**config.mk**
```make
export PLATFORM = sky130hd
export DESIGN_NAME = chinpo_interrupt_controller
export DESIGN_NICKNAME = d
export VERILOG_FILES = /design/src/rtl/chinpo_pkg.sv /design/src/rtl/chinpo_irq_sync.sv /design/src/rtl/chinpo_interrupt_controller.sv
export SDC_FILE = /design/constraint.sdc
export NUM_CORES = 1
export LEC_CHECK = 0
export BUFFER_PORTS_ARGS = -buffer_cell sky130_fd_sc_hd__buf_2
export CAP_MARGIN = 20
export CORE_ASPECT_RATIO = 1.75
export CORE_UTILIZATION = 48
export CTS_CLUSTER_DIAMETER = 50
export DETAILED_ROUTE_END_ITERATION = 10
export PLACE_DENSITY_LB_ADDON = 0.08
export SYNTH_ARGS = -nofsm -noshare
export SYNTH_HDL_FRONTEND = slang
export SYNTH_HIERARCHICAL = 1
export SYNTH_SLANG_ARGS = --single-unit
```
**constraint.sdc**
```tcl
create_clock -name CLK -period 1.4 [get_ports CLK]
set_clock_uncertainty 0.05 [all_clocks]
set_input_delay 0 -clock CLK [delete_from_list [all_inputs] [get_ports CLK]]
set_output_delay 0 -clock CLK [all_outputs]
set_load 0.005 [all_outputs]
```
**src/rtl/chinpo_pkg.sv**
```systemverilog
// Shared definitions for the CHINPO interrupt controller: FSM encoding,
// vector defaults and the vector address helper.
package chinpo_pkg;

    typedef enum logic [1:0] {
        ST_IDLE    = 2'd0,
        ST_REQ     = 2'd1,
        ST_SERVICE = 2'd2
    } int_state_t;

    localparam logic [15:0] VEC_BASE_DEFAULT  = 16'h0100;
    localparam int          VEC_SHIFT_DEFAULT = 2;
    localparam int          INT_ID_W          = 3;

    // Id is widened to 16 bits before shifting so high bits are not lost early.
    function automatic logic [15:0] vec_addr(input logic [15:0] base,
                                             input int shift,
                                             input logic [INT_ID_W-1:0] id);
        logic [15:0] id_ext;
        id_ext = {{(16-INT_ID_W){1'b0}}, id};
        return base + (id_ext << shift);
    endfunction

endpackage

```
**src/rtl/chinpo_irq_sync.sv**
```systemverilog
// Two-flop synchronizer plus rising-edge detector for one interrupt pin.
module chinpo_irq_sync (
    input  logic CLK,
    input  logic Reset,
    input  logic irq_async,
    output logic irq_edge
);

    logic sync1_reg;
    logic sync2_reg;
    logic prev_reg;

    // Cleared on reset so a pin held high across release reads as a new edge.
    always_ff @(posedge CLK or posedge Reset) begin
        if (Reset) begin
            sync1_reg <= 1'b0;
            sync2_reg <= 1'b0;
            prev_reg  <= 1'b0;
        end else begin
            sync1_reg <= irq_async;
            sync2_reg <= sync1_reg;
            prev_reg  <= sync2_reg;
        end
    end

    assign irq_edge = sync2_reg & ~prev_reg;

endmodule

```
**src/rtl/chinpo_interrupt_controller.sv**
```systemverilog
// Latches, masks and prioritises interrupt edges, then handshakes a single
// grant with the control unit through Int / IntAck / Eoi.
module chinpo_interrupt_controller
    import chinpo_pkg::*;
#(
    parameter int          NUM_SRC   = 4,
    parameter logic [15:0] VEC_BASE  = VEC_BASE_DEFAULT,
    parameter int          VEC_SHIFT = VEC_SHIFT_DEFAULT
) (
    input  logic                CLK,
    input  logic                Reset,
    input  logic [NUM_SRC-1:0]  IrqIn,
    input  logic                MaskWr,
    input  logic [NUM_SRC-1:0]  MaskData,
    input  logic                IntAck,
    input  logic                Eoi,
    output logic                Int,
    output logic [15:0]         VecAddr,
    output logic [INT_ID_W-1:0] IntId,
    output logic [NUM_SRC-1:0]  Pending,
    output logic                InService
);

    int_state_t            state_reg;
    logic                  int_reg;
    logic                  in_service_reg;
    logic [INT_ID_W-1:0]   int_id_reg;
    logic [15:0]           vec_addr_reg;
    logic [NUM_SRC-1:0]    mask_reg;
    logic [NUM_SRC-1:0]    pending_reg;
    logic [NUM_SRC-1:0]    pending_next;
    logic [NUM_SRC-1:0]    ack_clear;
    logic [NUM_SRC-1:0]    irq_edge_vec;
    logic [NUM_SRC-1:0]    cand;
    logic [INT_ID_W-1:0]   win_id;

    genvar gi;
    generate
        for (gi = 0; gi < NUM_SRC; gi++) begin : g_src
            chinpo_irq_sync u_sync (
                .CLK       (CLK),
                .Reset     (Reset),
                .irq_async (IrqIn[gi]),
                .irq_edge  (irq_edge_vec[gi])
            );
        end
    endgenerate

    // A fresh edge wins over the acknowledge clear of the same source.
    always_comb begin
        ack_clear = '0;
        if (state_reg == ST_REQ && IntAck)
            ack_clear = NUM_SRC'(1) << int_id_reg;
        pending_next = (pending_reg & ~ack_clear) | irq_edge_vec;
    end

    always_ff @(posedge CLK or posedge Reset) begin
        if (Reset) begin
            mask_reg    <= '0;
            pending_reg <= '0;
        end else begin
            if (MaskWr)
                mask_reg <= MaskData;
            pending_reg <= pending_next;
        end
    end

    assign cand = pending_reg & mask_reg;

    // Scan downwards so the lowest set index is the last assignment.
    always_comb begin
        win_id = '0;
        for (int i = NUM_SRC - 1; i >= 0; i--) begin
            if (cand[i])
                win_id = INT_ID_W'(i);
        end
    end

    always_ff @(posedge CLK or posedge Reset) begin
        if (Reset) begin
            state_reg      <= ST_IDLE;
            int_reg        <= 1'b0;
            in_service_reg <= 1'b0;
            int_id_reg     <= '0;
            vec_addr_reg   <= VEC_BASE;
        end else begin
            case (state_reg)
                ST_IDLE: begin
                    if (|cand) begin
                        int_id_reg   <= win_id;
                        vec_addr_reg <= vec_addr(VEC_BASE, VEC_SHIFT, win_id);
                        int_reg      <= 1'b1;
                        state_reg    <= ST_REQ;
                    end
                end
                ST_REQ: begin
                    if (IntAck) begin
                        int_reg        <= 1'b0;
                        in_service_reg <= 1'b1;
                        state_reg      <= ST_SERVICE;
                    end
                end
                ST_SERVICE: begin
                    if (Eoi) begin
                        in_service_reg <= 1'b0;
                        state_reg      <= ST_IDLE;
                    end
                end
                default: begin
                    int_reg        <= 1'b0;
                    in_service_reg <= 1'b0;
                    state_reg      <= ST_IDLE;
                end
            endcase
        end
    end

    assign Int       = int_reg;
    assign InService = in_service_reg;
    assign IntId     = int_id_reg;
    assign VecAddr   = vec_addr_reg;
    assign Pending   = pending_reg;

endmodule
```
==> flow_metrics.env, run 1 <==
export IMPL_status="finished clean"
export IMPL_grt_pass1_vias=776
export IMPL_fmax_mhz=726
export IMPL_worst_setup_path_type="in2reg"
export IMPL_yosysMostFrequentCell="dfrtp_1"
export IMPL_setup_viol=0
export IMPL_initial_core_util_pct=52.4
export IMPL_hold_viol=0
export IMPL_finalMaxSlewViolations=0
export IMPL_die_y_um=66.0
export IMPL_yosys_top_cells_area="dfrtp_1 (58%), buf_4 (11%), nor2b_4 (4.9%)"
export IMPL_whs_ns=0.0738
export IMPL_drtIter0Drc=9
export IMPL_ir_drop_mv=0.918
export IMPL_grt_ovfl_total=0
export IMPL_dp_slack_ns=0.242
export IMPL_synthArstFlopShare_pct=100
export IMPL_clock_sinks=26
export IMPL_use_met2_pct=32.3
export IMPL_fin_crit_ns=1.38
export IMPL_synth_top_flop_cell="dfrtp_1"
export IMPL_syn2layout_area_growth_pct=19.8
export IMPL_critical_path_required_ns=1.56
export IMPL_post_route_drc_count=0
export IMPL_synth_edf_count=0
export IMPL_n_antenna_cell=0
export IMPL_routed_wl_um=1950
export IMPL_arrival_ns=1.54
export IMPL_wl_per_cell_um=12.7
export IMPL_crit_fanout=4
export IMPL_startpoint_type="input port"
export IMPL_num_io_pins=38
export IMPL_drive_gt1_share_pct=28.7
export IMPL_nNetsFinal=144
export IMPL_ant_nets=0
export IMPL_gp_congestion=0.733
export IMPL_synth_top_area_share_pct=57.8
export IMPL_fp_dieW_um=38.6
export IMPL_yosys_area_top_type="dfrtp_1"
export IMPL_setup_tns_final_ns=0
export IMPL_drt_vias_per_instance=4.81
export IMPL_leakage_nw=0.667
export IMPL_ys_top_cells_by_count="dfrtp_1 (26), buf_4 (17), nand2_1 (8)"
export IMPL_core_area_mm2=0.00215
export IMPL_dr_pass1_iters=4
export IMPL_num_vias=736
export IMPL_grtUsageMet1_pct=21.4
export IMPL_worst_pin_slew_ns=0.539
export IMPL_ys_warn_count=6
export IMPL_grt_usage_pct=18.9
export IMPL_synthesis_area_mm2=0.00112
export IMPL_seq_area_frac_synth_pct=57.8
export IMPL_final_area_mm2=0.00135
export IMPL_grt_pass1_wl_um=3260
export IMPL_place_area_mm2=0.00117
export IMPL_dpl_hpwl_um=1380
export IMPL_clk_pin_slew_ns=0.13
export IMPL_critPathCaptureType="register"
export IMPL_fin_crit_sh_pct=98.4
export IMPL_cts_root_buf="clkbuf_4"
export IMPL_synth_cells=94
export IMPL_avgSynthCellArea_um2=12.0
export IMPL_antenna_found_initial=0
export IMPL_synthDistinctLibCells=20
export IMPL_cts_made_buffers=3
export IMPL_synth_seq_cells=26
export IMPL_worstSkewPairLatency_ns=0.31
export IMPL_busiest_layer="met2"
export IMPL_setup_slack_ns=0.0227
export IMPL_hold_path_class="in2async"
export IMPL_cts_tree="built"
export IMPL_max_cap_violations=0
export IMPL_port_buffers=22
export IMPL_dieArea_mm2=0.00255
export IMPL_power_density_mw_per_mm2=1470
export IMPL_cts_htree_levels=1
export IMPL_maxSlewHeadroom_pct=64.0
export IMPL_row_count=22
export IMPL_grt_max_degree=15
export IMPL_clock_path_buffers=2
export IMPL_grt_use_met3_pct=3.37
==> placed cells by master (no fill, tap or decap) <==
cell	instances
dfrtp_1	26
buf_2	21
conb_1	15
dlygate4sd3_1	14
nand2_1	8
o21ai_0	6
inv_1	6
a21o_1	5
a21oi_1	4
mux2_2	4
nor2b_4	4
clkbuf_4	3
nor2_1	2
nand2b_1	2
buf_4	2
or2_4	1
a211oi_1	1
a22oi_1	1
a31oi_2	1
and4bb_1	1
nand4b_1	1
o22a_2	1
==> cell families (layout without fill, tap and decap cells) <==
logic type | after synthesis | after routing | synth area share [%]
AOI/OAI and AO/OA | 19 | 19 | 11.1
buffers and inverters | 24 | 46 | 14.3
DFF | 26 | 26 | 57.8
muxes | 4 | 4 | 4.00
other | 2 | 15 | 0.668
and+or+nand+nor | 19 | 19 | 12.0
==> through the flow <==
stage | utilization [%] | power, mW | cells
6_report | 62.8 | 1.98 | 153
5_1_grt | 62.8 | 2.14 | 153
4_1_cts | 62.3 | 2.00 | 152
3_5_place_dp | 54.7 | 1.66 | 135
3_3_place_gp | 54.7 | 1.64 | 135
2_1_floorplan | - | 1.51 | 107
==> layer usage <==
layer  vias up  share of wire (%)
met3         5                4.3
met2        28                 55
met4         0                2.3
met5         -                  0
met1       357                 38
li1        346                  -
==> worst paths after layout <==
kind                       slack, ns                 startpoint  cells past startpoint                   endpoint
setup / recovery                0.02                     MaskWr                      4                mask_reg[3]
hold / removal                  0.07                      Reset                      3   g_src[1].u_sync/prev_reg
setup reg to reg                0.04                mask_reg[2]                      2                mask_reg[2]
hold reg to reg                 0.32  g_src[3].u_sync/sync1_reg                      0  g_src[3].u_sync/sync2_reg
max in group asynchronous       0.69                      Reset                      3                mask_reg[0]
min in group CLK                0.27                   IrqIn[2]                      2  g_src[2].u_sync/sync1_reg
==> power by group <==
part | internal, mW | leakage (nW) | switching (mW)
Clock | 0.101 | 0.0138 | 0.203
Sequential | 0.907 | 0.296 | 0.188
Combinational | 0.329 | 0.357 | 0.253
==> layout make-up <==
| cell class | instances | area (um2) |
|---|---|---|
| fillers | 192 | 800 |
| flip-flops and latches | 26 | 651 |
| multi-input cells | 57 | 362 |
| repair buffers | 37 | 260 |
| well taps | 24 | 30.0 |
| clock buffers | 3 | 22.5 |
| inverters | 6 | 22.5 |
==> critical path: stages <==
cell           delay, ns
dlygate4sd3_1       0.53
buf_4               0.13
mux2_2              0.32
dlygate4sd3_1       0.56
==> timing repair <==
item                                   4_1_cts  5_1_grt
endpoints found under the hold margin       37        0
hold buffers                                14        0
setup endpoints to repair                    0        1
resized for setup                            0        1
buffers inserted                             0        1
No activity file was read; power rests on OpenSTA's default activity.
==> run 2, diff against run 1 <==
--- a/config.mk
+++ b/config.mk
@@ -5,9 +5,10 @@
 export SDC_FILE = /design/constraint.sdc
 export NUM_CORES = 1
 export LEC_CHECK = 0
+export ABC_AREA = 1
 export BUFFER_PORTS_ARGS = -buffer_cell sky130_fd_sc_hd__buf_2
-export CAP_MARGIN = 20
 export CORE_ASPECT_RATIO = 1.75
+export CORE_MARGIN = 4
 export CORE_UTILIZATION = 48
 export CTS_CLUSTER_DIAMETER = 50
 export DETAILED_ROUTE_END_ITERATION = 10
==> flow_metrics.env, run 2 <==
export IMPL_status="finished clean"
export IMPL_ant_nets=0
export IMPL_dr_pass1_iters=2
export IMPL_routed_wl_um=1970
export IMPL_max_cap_violations=0
export IMPL_die_y_um=71.3
export IMPL_power_density_mw_per_mm2=1480
export IMPL_fin_crit_ns=1.37
export IMPL_setup_viol=0
export IMPL_critical_path_required_ns=1.57
export IMPL_r2r_slack_ns=0.03
export IMPL_r2r_start="mask_reg[1]"
export IMPL_final_area_mm2=0.00134
export IMPL_num_vias=767
export IMPL_multi_input_area_um2=299
export IMPL_synth_top_family_by_area="buffers and inverters"
export IMPL_startpoint_type="register"
export IMPL_synthDistinctLibCells=13
export IMPL_hold_viol=0
export IMPL_grt_ovfl_total=0
export IMPL_synthMuxAreaShare_pct=4.10
export IMPL_post_route_util_pct=62.5
export IMPL_final_cell_mix="dfrtp_1 (26), nand2_1 (23), buf_2 (22), inv_1 (19)"
export IMPL_rsz0062_at_grt="no"
export IMPL_wl_per_cell_um=11.5
export IMPL_place_area_mm2=0.00116
export IMPL_finalMaxSlewViolations=0
export IMPL_r2r_end="mask_reg[1]"
export IMPL_cts_root_buf="clkbuf_4"
export IMPL_crit_fanout=2
export IMPL_leakage_nw=0.712
export IMPL_ys_top_cells_by_count="dfrtp_1 (26), nand2_1 (23), inv_1 (19)"
export IMPL_critPathCaptureType="register"
export IMPL_synth_simple_area_share_pct=13.4
export IMPL_dp_cells=152
export IMPL_arrival_ns=1.53
export IMPL_synth_top_flop_cell="dfrtp_1"
export IMPL_hold_path_class="in2async"
export IMPL_post_route_drc_count=0
export IMPL_grt_pass1_vias=833
export IMPL_synth_top_area_share_pct=59.2
export IMPL_synth_cells=110
export IMPL_clock_sinks=26
export IMPL_setup_tns_final_ns=0
export IMPL_fp_dieW_um=44.2
export IMPL_final_seq_area_um2=651
export IMPL_cts_htree_levels=1
export IMPL_maxSlewHeadroom_pct=64.0
export IMPL_ys_warn_count=6
export IMPL_yosys_top_cells_area="dfrtp_1 (59%), buf_4 (12%), nand2_1 (7.8%)"
export IMPL_ir_drop_mv=0.820
export IMPL_ff2ff_path_depth=2
export IMPL_avgSynthCellArea_um2=10.0
export IMPL_yosys_area_top_type="dfrtp_1"
export IMPL_synthAdderAreaFrac_pct=0
export IMPL_synthesis_area_mm2=0.00110
export IMPL_fmax_mhz=732
export IMPL_synth_edf_count=0
export IMPL_dpl_hpwl_um=1490
export IMPL_syn2layout_area_growth_pct=22.0
export IMPL_cts_made_buffers=3
export IMPL_grt_max_degree=15
export IMPL_row_count=22
export IMPL_drt_vias_per_instance=4.49
export IMPL_clock_path_buffers=2
export IMPL_yosysMostFrequentCell="dfrtp_1"
export IMPL_antenna_found_initial=0
export IMPL_p_total_mw=1.98
export IMPL_n_antenna_cell=0
export IMPL_fin_cells=171
export IMPL_port_buffers=22
export IMPL_synth_seq_cells=26
export IMPL_worstSkewPairLatency_ns=0.32
export IMPL_gp_congestion=0.714
export IMPL_grt_pass1_wl_um=3380
export IMPL_drtIter0Drc=23
export IMPL_drive_gt1_share_pct=24.5
export IMPL_synthArstFlopShare_pct=100
export IMPL_clk_pin_slew_ns=0.13
export IMPL_seq_area_frac_synth_pct=59.2
export IMPL_synth_xor_area_share_pct=0
export IMPL_layout_commonest_cell="dfrtp_1"
export IMPL_fin_crit_sh_pct=97.6
export IMPL_worst_pin_slew_ns=0.539
export IMPL_grt_usage_pct=14.4
export IMPL_worst_setup_path_type="reg2reg"
export IMPL_final_fill_count=195
export IMPL_cts_tree="built"
export IMPL_synth_compound_area_share_pct=4.55
export IMPL_initial_core_util_pct=51.2
export IMPL_nNetsFinal=162
export IMPL_num_io_pins=38
export IMPL_dieArea_mm2=0.00315
export IMPL_core_area_mm2=0.00215
[run 2: changes by cell type in the layout (fill, tap and decap cells not counted), sizes merged, moves of 2 or more]
cell / before / now
nand3: 0 / 5
nor2: 2 / 5
nand2b: 2 / 0
a21oi: 4 / 0
a21o: 5 / 0
inv: 6 / 19
nor2b: 4 / 0
nand2: 8 / 23
[run 2: worst max-delay path: stages (launching register included)]
cell	delay, ns
dfrtp_1	0.40
mux2_2	0.26
dlygate4sd3_1	0.56
[run 2: layer usage]
layer / track usage (%) / share of wire, % / vias up
met5: 0 / 0 / -
met4: 8.05 / 2.3 / 0
met3: 1.51 / 5.4 / 4
met2: 28.7 / 60 / 21
met1: 12.9 / 32 / 367
li1: - / - / 375
[run 2: through the flow]
step	hold slack [ns]	setup slack, ns
global route	0.0791	0.0000409
floorplan	-0.296	0.458
detailed placement	-0.133	0.292
finish	0.0541	0.0342
CTS	0.0511	0.0341
global placement	-0.138	0.337
[run 2: cells by family after synthesis]
family / after synthesis
buffers and inverters: 36
AOI/OAI and AO/OA: 9
other: 2
DFF: 26
muxes: 4
and+or+nand+nor: 33
[run 2: worst max-delay path by stage]
stage            startpoint          end  slack [ns]  depth (start not counted)
2_1_floorplan    Pending[0]     IntId[0]        0.46                          6
3_3_place_gp   state_reg[1]   Pending[3]        0.34                          4
3_5_place_dp   state_reg[1]   Pending[3]        0.29                          4
4_1_cts         mask_reg[3]  mask_reg[3]        0.03                          2
5_1_grt         mask_reg[1]  mask_reg[1]     0.00004                          2
6_report        mask_reg[1]  mask_reg[1]        0.03                          2
[run 2: what timing repair did]
action                                  CTS  global route
endpoints found under the hold margin    38             0
hold buffers                             15             0
endpoints found under the setup margin    0             1
setup buffers                             0             1
resized for setup                         0             0
[run 2: power by group]
part / switching [mW] / internal, mW / total (mW) / leakage (nW)
clock network: 0.203 / 0.101 / 0.304 / 0.0138
registers: 0.146 / 0.909 / 1.05 / 0.296
logic: 0.341 / 0.283 / 0.623 / 0.402
total: 0.689 / 1.29 / 1.98 / 0.712
[run 2: cell type report]
cell class	instances	share of cell area, %
Clock buffer	3	1.68
Sequential cell	26	48.5
Timing Repair Buffer	38	20.0
Tap cell	24	2.24
Multi-Input combinational cell	61	22.3
Inverter	19	5.32
